--- config.mk ---
export PLATFORM = sky130hd
export DESIGN_NAME = fetch_stage_flat
export DESIGN_NICKNAME = d
export VERILOG_FILES = /design/src/rtl/fetch_stage_if.sv /design/src/rtl/fetch_stage.sv /design/src/flat_wrapper.sv
export SDC_FILE = /design/constraint.sdc
export NUM_CORES = 1
export LEC_CHECK = 0
export BUFFER_PORTS_ARGS = -buffer_cell sky130_fd_sc_hd__clkbuf_2
export CAP_MARGIN = 20
export CORE_MARGIN = 8
export CORE_UTILIZATION = 57
export CTS_CLUSTER_SIZE = 10
export DETAILED_ROUTE_END_ITERATION = 10
export GPL_ROUTABILITY_DRIVEN = 0
export HOLD_SLACK_MARGIN = 0.03
export PLACE_DENSITY_LB_ADDON = 0.08
export SETUP_SLACK_MARGIN = 0.2
export SLEW_MARGIN = 0
export SYNTH_ARGS = -nofsm -noshare
export SYNTH_HDL_FRONTEND = slang
export SYNTH_SLANG_ARGS = --single-unit
--- constraint.sdc ---
create_clock -name clk -period 3.31 [get_ports clk]
set_input_delay 0.1655 -clock clk [delete_from_list [all_inputs] [get_ports clk]]
set_output_delay 0.1655 -clock clk [all_outputs]
set_load 0.02 [all_outputs]
--- src/rtl/fetch_stage_if.sv ---
// -----------------------------------------------------------------------------
// fetch_stage_if
// Instruction-memory fetch handshake between the fetch stage and imem.
//   imem_req   : fetch request (driven by the fetch stage)
//   imem_addr  : fetch address, equal to the current PC
//   imem_ready : instruction data valid this cycle (driven by memory)
//   imem_rdata : instruction word (driven by memory)
// Modports: master = fetch stage side, slave = memory side.
// -----------------------------------------------------------------------------
interface fetch_stage_if;
  logic        imem_req;
  logic [31:0] imem_addr;
  logic        imem_ready;
  logic [31:0] imem_rdata;

  modport master (
    output imem_req,
    output imem_addr,
    input  imem_ready,
    input  imem_rdata
  );

  modport slave (
    input  imem_req,
    input  imem_addr,
    output imem_ready,
    output imem_rdata
  );
endinterface

--- src/rtl/fetch_stage.sv ---
// -----------------------------------------------------------------------------
// fetch_stage
// Instruction-fetch stage: owns the PC and the IF/ID pipeline register, fetches
// over a ready handshake, honours hazard-unit stalls (buffering an instruction
// that returns while stalled) and branch/jump flushes (redirect + bubble).
// Keeps saturating stall/flush counters for performance debug.
//
// Ports:
//   clk, rst_n          : clock (rising edge), async active-low reset
//   pc_write            : 0 = hold PC (hazard unit)
//   if_id_write         : 0 = hold IF/ID (hazard unit); either low = full stall
//   flush, redirect_pc  : taken branch/jump from ID and its target
//   imem                : fetch handshake (master side)
//   if_id_pc/inst/valid : IF/ID pipeline register
//   stall_cnt           : cycles with stall asserted and no flush
//   flush_cnt           : flush events
// -----------------------------------------------------------------------------
module fetch_stage #(
  parameter logic [31:0] RESET_PC = 32'h0000_0000,
  parameter logic [31:0] NOP_INST = 32'h0000_0013,
  parameter int unsigned CNT_W    = 16
) (
  input  logic             clk,
  input  logic             rst_n,
  input  logic             pc_write,
  input  logic             if_id_write,
  input  logic             flush,
  input  logic [31:0]      redirect_pc,
  fetch_stage_if.master    imem,
  output logic [31:0]      if_id_pc,
  output logic [31:0]      if_id_inst,
  output logic             if_id_valid,
  output logic [CNT_W-1:0] stall_cnt,
  output logic [CNT_W-1:0] flush_cnt
);

  typedef enum logic [1:0] {
    IDLE   = 2'd0,
    FETCH  = 2'd1,
    BUFFER = 2'd2
  } state_e;

  state_e             state_q, state_d;
  logic [31:0]        pc_q, pc_d;
  logic [31:0]        buf_q, buf_d;
  logic [31:0]        if_id_pc_q, if_id_pc_d;
  logic [31:0]        if_id_inst_q, if_id_inst_d;
  logic               if_id_valid_q, if_id_valid_d;
  logic [CNT_W-1:0]   stall_cnt_q, stall_cnt_d;
  logic [CNT_W-1:0]   flush_cnt_q, flush_cnt_d;
  logic               stall_s;

  // Saturating increment: sticks at all-ones instead of wrapping.
  function automatic logic [CNT_W-1:0] sat_inc(input logic [CNT_W-1:0] v);
    if (v == {CNT_W{1'b1}}) begin
      return v;
    end else begin
      return v + CNT_W'(1);
    end
  endfunction

  // Either hazard enable low is treated as a full stall.
  assign stall_s = !pc_write || !if_id_write;

  // Request is a pure decode of the registered state; address is the PC flop.
  assign imem.imem_req  = (state_q == FETCH);
  assign imem.imem_addr = pc_q;

  assign if_id_pc    = if_id_pc_q;
  assign if_id_inst  = if_id_inst_q;
  assign if_id_valid = if_id_valid_q;
  assign stall_cnt   = stall_cnt_q;
  assign flush_cnt   = flush_cnt_q;

  // Next-state, PC, buffer and IF/ID update; priority flush > stall > normal.
  always_comb begin
    state_d       = state_q;
    pc_d          = pc_q;
    buf_d         = buf_q;
    if_id_pc_d    = if_id_pc_q;
    if_id_inst_d  = if_id_inst_q;
    if_id_valid_d = if_id_valid_q;

    if (flush) begin
      // Redirect and inject a bubble; a same-cycle imem_ready and any
      // buffered word are dropped.
      pc_d          = redirect_pc;
      if_id_pc_d    = 32'h0000_0000;
      if_id_inst_d  = NOP_INST;
      if_id_valid_d = 1'b0;
      state_d       = FETCH;
    end else begin
      case (state_q)
        IDLE: begin
          state_d = FETCH;
        end
        FETCH: begin
          if (imem.imem_ready) begin
            if (stall_s) begin
              // Capture the returning word so it is not lost while stalled.
              buf_d   = imem.imem_rdata;
              state_d = BUFFER;
            end else begin
              if_id_pc_d    = pc_q;
              if_id_inst_d  = imem.imem_rdata;
              if_id_valid_d = 1'b1;
              pc_d          = pc_q + 32'd4;
            end
          end else begin
            if (stall_s) begin
              state_d = FETCH;
            end else begin
              // Memory wait state: pass a bubble downstream, keep the address.
              if_id_pc_d    = 32'h0000_0000;
              if_id_inst_d  = NOP_INST;
              if_id_valid_d = 1'b0;
            end
          end
        end
        BUFFER: begin
          if (stall_s) begin
            state_d = BUFFER;
          end else begin
            if_id_pc_d    = pc_q;
            if_id_inst_d  = buf_q;
            if_id_valid_d = 1'b1;
            pc_d          = pc_q + 32'd4;
            state_d       = FETCH;
          end
        end
        default: begin
          state_d = IDLE;
        end
      endcase
    end
  end

  // Performance counters: stall cycles exclude flush cycles.
  always_comb begin
    stall_cnt_d = stall_cnt_q;
    flush_cnt_d = flush_cnt_q;
    if (flush) begin
      flush_cnt_d = sat_inc(flush_cnt_q);
    end else if (stall_s) begin
      stall_cnt_d = sat_inc(stall_cnt_q);
    end else begin
      stall_cnt_d = stall_cnt_q;
    end
  end

  // State, PC, buffer, IF/ID and counter registers.
  always_ff @(posedge clk or negedge rst_n) begin
    if (!rst_n) begin
      state_q       <= IDLE;
      pc_q          <= RESET_PC;
      buf_q         <= 32'h0000_0000;
      if_id_pc_q    <= 32'h0000_0000;
      if_id_inst_q  <= NOP_INST;
      if_id_valid_q <= 1'b0;
      stall_cnt_q   <= '0;
      flush_cnt_q   <= '0;
    end else begin
      state_q       <= state_d;
      pc_q          <= pc_d;
      buf_q         <= buf_d;
      if_id_pc_q    <= if_id_pc_d;
      if_id_inst_q  <= if_id_inst_d;
      if_id_valid_q <= if_id_valid_d;
      stall_cnt_q   <= stall_cnt_d;
      flush_cnt_q   <= flush_cnt_d;
    end
  end

endmodule

--- src/flat_wrapper.sv ---
// flat-port wrapper written by rule: the top's interface ports become plain ports
module fetch_stage_flat 
#(
  parameter logic [31:0] RESET_PC = 32'h0000_0000,
  parameter logic [31:0] NOP_INST = 32'h0000_0013,
  parameter int unsigned CNT_W    = 16
)
  (clk, rst_n, pc_write, if_id_write, flush, redirect_pc, if_id_pc, if_id_inst, if_id_valid, stall_cnt, flush_cnt, imem_imem_req, imem_imem_addr, imem_imem_ready, imem_imem_rdata);
  fetch_stage_if imem_i ();
  input  logic clk;
  input  logic rst_n;
  input  logic pc_write;
  input  logic if_id_write;
  input  logic flush;
  input  logic [31:0] redirect_pc;
  output logic [31:0] if_id_pc;
  output logic [31:0] if_id_inst;
  output logic if_id_valid;
  output logic [CNT_W-1:0] stall_cnt;
  output logic [CNT_W-1:0] flush_cnt;
  output wire logic [$bits(imem_i.imem_req)-1:0] imem_imem_req;
  output wire logic [$bits(imem_i.imem_addr)-1:0] imem_imem_addr;
  input wire logic [$bits(imem_i.imem_ready)-1:0] imem_imem_ready;
  input wire logic [$bits(imem_i.imem_rdata)-1:0] imem_imem_rdata;
  assign imem_imem_req = imem_i.imem_req;
  assign imem_imem_addr = imem_i.imem_addr;
  assign imem_i.imem_ready = imem_imem_ready;
  assign imem_i.imem_rdata = imem_imem_rdata;
  fetch_stage #(.RESET_PC(RESET_PC), .NOP_INST(NOP_INST), .CNT_W(CNT_W)) u_core (.clk(clk), .rst_n(rst_n), .pc_write(pc_write), .if_id_write(if_id_write), .flush(flush), .redirect_pc(redirect_pc), .imem(imem_i), .if_id_pc(if_id_pc), .if_id_inst(if_id_inst), .if_id_valid(if_id_valid), .stall_cnt(stall_cnt), .flush_cnt(flush_cnt));
endmodule
### Word level (Yosys, flattened, before mapping)

Cells that the tools add are included.

* add/sub/neg operators: 3
* equal/unequal tests: 9
* multiplexer cells: 26
* bitwise gates (word level): 3
* reduce and logical (&&, ||, !) cells: 11

Operator list (count)
* two-way mux 32 bit: 12
* one-hot mux 32 bit (2 select lines): 3
* adder 16 x 1 -> 16 bit, second input constant: 2
* adder 32 x 3 -> 32 bit, second input constant: 1
* equality test 16 bit, second input constant: 2
* two-way mux 2 bit: 5
* inequality test 3 x 2 -> 1 bit, second input constant: 2
* inequality test 3 bit, second input constant: 2
* one-hot mux 2 bit (3 select lines): 1
* AND reduction 2 bit: 3
* AND reduction 3 bit: 2
* two-way mux 1 bit: 4
* inequality test 4 bit, second input constant: 1
* AND reduction 4 bit: 1
* inverter 1 bit: 3
* nonzero test 3 bit: 1
* equality test 2 x 1 -> 1 bit, second input constant: 1
* equality test 2 bit, second input constant: 1
* logical NOT 1 bit: 2
* logical NOT 2 bit: 1
* one-hot mux 1 bit (2 select lines): 1
* logical OR 1 bit: 1

* bits in registers: 163
* output and inout port bits: 130
* logic and storage cells: 60

### Depth between registers and ports, before layout

* depth after elaboration: 6
* gate-level depth with buffers: 8
* depth with buffers taken out: 5

### Least setup slack after synthesis

No wires, ideal clock.

* path kind: register to register
* from: register u_core.stall_cnt_q[0], in the netlist u_core.stall_cnt[0]
* to: register u_core.stall_cnt_q[1], in the netlist u_core.stall_cnt[1]
* arrival time: 2.058 ns
* path slack: 1.127 ns
* stages on the path, launching flop included: 6
* buffers on the path: 0
* clock period less this slack: 2.183 ns
* cell sequence: dfrtp_1 ha_1 nand3_1 or4_1 o21ai_1 mux2_2

* word-level cells in the longest chain between the ends: 3

Ends and longest elaborated chain
* start: declaration: RTL line fetch_stage.sv:49 `logic [CNT_W-1:0] stall_cnt_q, stall_cnt_d;`
* start signal: assignment: RTL line fetch_stage.sv:169 `stall_cnt_q <= stall_cnt_d;`
* parallel branches: the longest is 3 deep, another holds adder 16 x 1 -> 16 bit

Parallel ways; which one is timed is not known.
A chain may end at the register's enable or synchronous reset.

### Final worst setup path

* from: register u_core.flush_cnt_q[0], in the netlist u_core.flush_cnt[0]
* to: register u_core.flush_cnt_q[1], in the netlist u_core.flush_cnt[1]

* word-level cells in the longest chain between the ends: 3

Ends and longest elaborated chain
* start: declaration: RTL line fetch_stage.sv:50 `logic [CNT_W-1:0] flush_cnt_q, flush_cnt_d;`
* start signal: assignment: RTL line fetch_stage.sv:170 `flush_cnt_q <= flush_cnt_d;`
* parallel branches: the longest is 3 deep, another holds adder 16 x 1 -> 16 bit

Parallel ways; which one is timed is not known.

==> results summary <==
The run finished with clean final reports. The number of enable flip-flop cells after synthesis is 0. TritonCTS built the clock tree. The final net count came out at 1,098.

The sequential power share is between 40% and 50%. The endpoint identified for the worst register-to-register timing path is u_core.flush_cnt[1]. IR analysis of the VDD net gives a maximum drop of between 0.0004 and 0.0005 V. The initial antenna violation count is 0.

The number of rows created at floorplan is 42. Data on the critical path is required at its endpoint by around 3.6 ns. The completed layout was analyzed and its total power is roughly 5.7 mW.

At the later pin of the worst-skew pair, clock insertion delay measures between 0.4 and 0.5 ns. The clock sink total came out at around 160. The number of warnings reported in the yosys synthesis log came out at 0. Summing every instance area after synthesis gives around 0.0077 sq mm. Using the TritonRoute via totals, the vias-per-cell ratio works out to 6.03. In this run, the combinational gates consume roughly a fifth of the power.

The number of primary I/O pins is 200. The fraction of the yosys area taken by sequential cells is 52.8%. The area of placed instances is 0.00895 sq mm. The startpoint identified for the worst register-to-register timing path is u_core.flush_cnt[0]. Setup violations remaining at the end of the flow were counted as 0.

Counting the buffers created by CTS gives 17. The top cell type by total area after synthesis is sky130_fd_sc_hd__dfrtp_1. The number of nets in the synthesized netlist is around 850. Measured on the finished design, the core utilization comes to 76.9%. The worst hold path terminates at u_core.imem.imem_addr[22]. The finished cells cover about 0.010 sq mm. The number of non-filler instances in the completed layout is 1,214. The hold path depth came out at 3.

The DRC violation count after routing is 0. The count of maximum capacitance violations came out at 0. Of the cells placed in the final design, the portion with a size suffix greater than 1 is just under 30%.

The average instance in the mapped netlist occupies between 9 and 10 sq um. The top flip-flop cell by instance count after synthesis is sky130_fd_sc_hd__dfrtp_1. The summed negative setup slack over all endpoints came out at 0 ns. The placeable core region is 0.0132 sq mm. The largest fanout on the critical path is 11. The number of antenna diodes came out at 0. Derived from the worst setup path, the maximum achievable clock frequency is 417 MHz. The synthesized instance count came out at 779. From synthesis to final layout, the design area changed by 31.7%. Power spread over the standard cell area amounts to between 500 and 600 mW/mm^2.

The clock period minus final worst setup slack is between 2 and 2.5 ns. Data on the critical path arrives at its endpoint at 2.71 ns. The final number of hold-violating endpoints was 0. The deepest clock path buffer count came out at 2. The placed wire-length estimate after detailed placement is around 15,000 microns. After synthesis, the most frequently instantiated cells are sky130_fd_sc_hd__dfrtp_1, sky130_fd_sc_hd__nand2_1, sky130_fd_sc_hd__o21ai_0. The synthesized design contains between 150 and 200 register bits. The clock-pin slew of the registers on the worst-case setup and hold paths is 0.07 ns.

On the final layout, the worst clock skew is a little under 0.006 ns. The worst setup path is captured at a register. The post-synthesis cell type count came out at 62. The cell sitting at the root of the clock tree is a sky130_fd_sc_hd__clkbuf_16.

The fraction of power consumed by the clock network is 35.1%. Once the floorplan was initialized, standard cells occupied around three fifths of the core. The most instantiated library cell after synthesis is sky130_fd_sc_hd__dfrtp_1. In the finished design, the share of the clock period the worst path needs comes to 72.4%. The remaining number of nets flagged by the antenna check after routing is 0.

The leakage power summed over all cells is ~4.5 nW. The internal power summed over all cells is roughly 3.9 mW. The total grt overflow is 0. The net switching power of the design is between 1.5 and 2 mW. The floorplan step set the die height to roughly 130 microns. The worst hold-check slack came out at about 0.046 ns. The slack of the worst reg-to-reg path came out at 0.91 ns. Measured against its own limit, the worst slew margin works out to 25.0%. After synthesis, the cell types taking the most area are sky130_fd_sc_hd__dfrtp_1, sky130_fd_sc_hd__nand2_1, sky130_fd_sc_hd__mux2_2, sky130_fd_sc_hd__o21ai_0, sky130_fd_sc_hd__a32oi_1. Including well taps, the total number of placed cells is approximately 1,100. The actual transition at the worst max-transition pin is 1.12 ns. The worst setup path is launched from a register. The H-tree was split into 4 levels. After synthesis, the largest area contributor takes up 51.8% of total cell area. The minimum setup slack in the final design is a little over 0.9 ns. Across all layers, the routed design uses roughly 7,300 vias. The proportion of synthesized flip-flops having asynchronous set or reset came out at between 90% and 100%. The setup path with the least slack is of type reg -> reg. The tightest min-delay check is of the in -> reg type. The total length of routed wires came out at 23,000 microns. The number of gates resized after CTS came out at 0.

The pin count of the biggest net entering global routing came out at between 90 and 100. The die covers between 0.015 and 0.02 sq mm. The count of input and output buffers came out at 199. Net switching is 31.9% of the power.

After the first detailed-routing iteration, the DRC count stood at 540. The first-pass GRT wire length is between 30,000 and 40,000 microns. The number of pins exceeding their max-slew limit in the final report came out at 0.

The number of global-route vias before repair came to 7,520. Setup repair after global routing left no endpoint under its margin. The first detailed-routing pass ran for 5 iterations. The average wire per standard cell is roughly 19 microns. The post-place setup slack is between 0.9 and 1 ns.

The number of cells on the worst reg-to-reg path is 5. The worst hold path begins at redirect_pc[22]. The overall fraction of global-route tracks in use is between 20% and 30%. The die is around 130 microns wide.
cells in the final DEF, fill, tap and decap left out, types with 3 or more instances in the layout:
| master | synthesis | final |
|---|---|---|
| sky130_fd_sc_hd__mux2_2 | 37 | 37 |
| sky130_fd_sc_hd__a211oi_1 | 3 | 3 |
| sky130_fd_sc_hd__a22oi_1 | 4 | 4 |
| sky130_fd_sc_hd__nor2_2 | 0 | 3 |
| sky130_fd_sc_hd__xnor2_1 | 25 | 25 |
| sky130_fd_sc_hd__dfstp_2 | 3 | 3 |
| sky130_fd_sc_hd__o31ai_1 | 13 | 13 |
| sky130_fd_sc_hd__ha_1 | 3 | 3 |
| sky130_fd_sc_hd__o311ai_0 | 8 | 8 |
| sky130_fd_sc_hd__a32oi_1 | 29 | 29 |
| sky130_fd_sc_hd__inv_6 | 0 | 7 |
| sky130_fd_sc_hd__dlygate4sd3_1 | 0 | 64 |
| sky130_fd_sc_hd__or3_2 | 3 | 3 |
| sky130_fd_sc_hd__or4_1 | 9 | 9 |
| sky130_fd_sc_hd__xor2_1 | 7 | 7 |
| sky130_fd_sc_hd__or2_2 | 6 | 6 |
| sky130_fd_sc_hd__and3_1 | 7 | 7 |
| sky130_fd_sc_hd__nand4_1 | 23 | 23 |
| sky130_fd_sc_hd__clkinv_4 | 0 | 5 |
| sky130_fd_sc_hd__clkbuf_2 | 1 | 198 |
| sky130_fd_sc_hd__nor2_1 | 34 | 31 |
| sky130_fd_sc_hd__clkbuf_16 | 0 | 17 |
| sky130_fd_sc_hd__o211ai_1 | 4 | 4 |
| sky130_fd_sc_hd__o21ai_0 | 52 | 50 |
| sky130_fd_sc_hd__nor2b_1 | 8 | 8 |
| sky130_fd_sc_hd__buf_4 | 0 | 11 |
| sky130_fd_sc_hd__dfrtp_1 | 160 | 160 |
| sky130_fd_sc_hd__a41oi_1 | 4 | 4 |
| sky130_fd_sc_hd__a31oi_1 | 14 | 14 |
| sky130_fd_sc_hd__inv_1 | 8 | 8 |
| sky130_fd_sc_hd__a21oi_1 | 42 | 40 |
| sky130_fd_sc_hd__or3_1 | 4 | 4 |
| sky130_fd_sc_hd__nand3_1 | 29 | 29 |
| sky130_fd_sc_hd__nor4_1 | 9 | 9 |
| sky130_fd_sc_hd__nor3_1 | 10 | 10 |
| sky130_fd_sc_hd__nand2_1 | 134 | 134 |
kinds of logic (layout without fill, tap and decap cells):
family | count (synthesis) | in the layout | synth area share (%)
AND/OR/NAND/NOR | 293 | 293 | 18.4
AO/OA/AOI/OAI | 191 | 191 | 16.1
flip-flops | 163 | 163 | 52.8
buffers and inverters | 58 | 317 | 2.96
multiplexers | 39 | 39 | 5.65
XOR/XNOR | 32 | 32 | 3.62
adder cells (fa/ha/maj) | 3 | 3 | 0.485
what timing repair did:
action | in CTS | in global routing
hold endpoints to repair | 156 | 0
hold buffers | 64 | 0
setup buffers | 0 | 0
worst max-delay path, cell delays in order (launching register included):
cell and delay, ns:
sky130_fd_sc_hd__dfrtp_1 0.42, sky130_fd_sc_hd__ha_1 0.23, sky130_fd_sc_hd__nand3_1 0.12, sky130_fd_sc_hd__or4b_2 0.77, sky130_fd_sc_hd__o21ai_0 0.36, sky130_fd_sc_hd__mux2_2 0.38
routing by layer:
layer | wire length [microns] | vias to the layer above | GRT usage [%]
li1 | - | 3356 | -
met1 | 8980 | 3598 | 29.7
met2 | 11700 | 317 | 45.7
met3 | 1730 | 50 | 7.49
met4 | 656 | 0 | 11.2
met5 | 0 | - | 0
how the worst max path moves through the flow:
stage	startpoint	endpoint	depth (start not counted)
5_1_grt	u_core.flush_cnt[0]	u_core.flush_cnt[1]	5
4_1_cts	u_core.flush_cnt[0]	u_core.flush_cnt[1]	5
6_report	u_core.flush_cnt[0]	u_core.flush_cnt[1]	5
3_3_place_gp	u_core.flush_cnt[0]	u_core.flush_cnt[1]	5
2_1_floorplan	u_core.stall_cnt[0]	u_core.stall_cnt[1]	5
3_5_place_dp	u_core.flush_cnt[0]	u_core.flush_cnt[1]	5
power groups by stage:
stage	clock, mW	sequential [mW]	combinational, mW
6_report	1.99	2.54	1.15
5_1_grt	2.10	2.58	1.24
4_1_cts	2.02	2.53	1.15
3_5_place_dp	0	2.57	1.08
3_3_place_gp	0	2.54	1.04
2_1_floorplan	0	2.71	0.475
final cells by class:
type | count | area, sq um
clock inverter | 15 | 173
sequential | 163 | 4080
tap | 176 | 220
fill | 906 | 3060
inverter | 8 | 30.0
clock buffer | 17 | 425
timing repair buffer | 277 | 1800
multi-input combinational | 558 | 3460
registers in the layout (all words and copies together), names as in the netlist:
name and count:
u_core.buf_q 32, u_core.flush_cnt 16, u_core.if_id_inst 32, u_core.if_id_pc 32
u_core.if_id_valid 1, u_core.imem.imem_addr 32, u_core.stall_cnt 16, u_core.state_q 2
No activity file was read; power rests on OpenSTA's default activity.
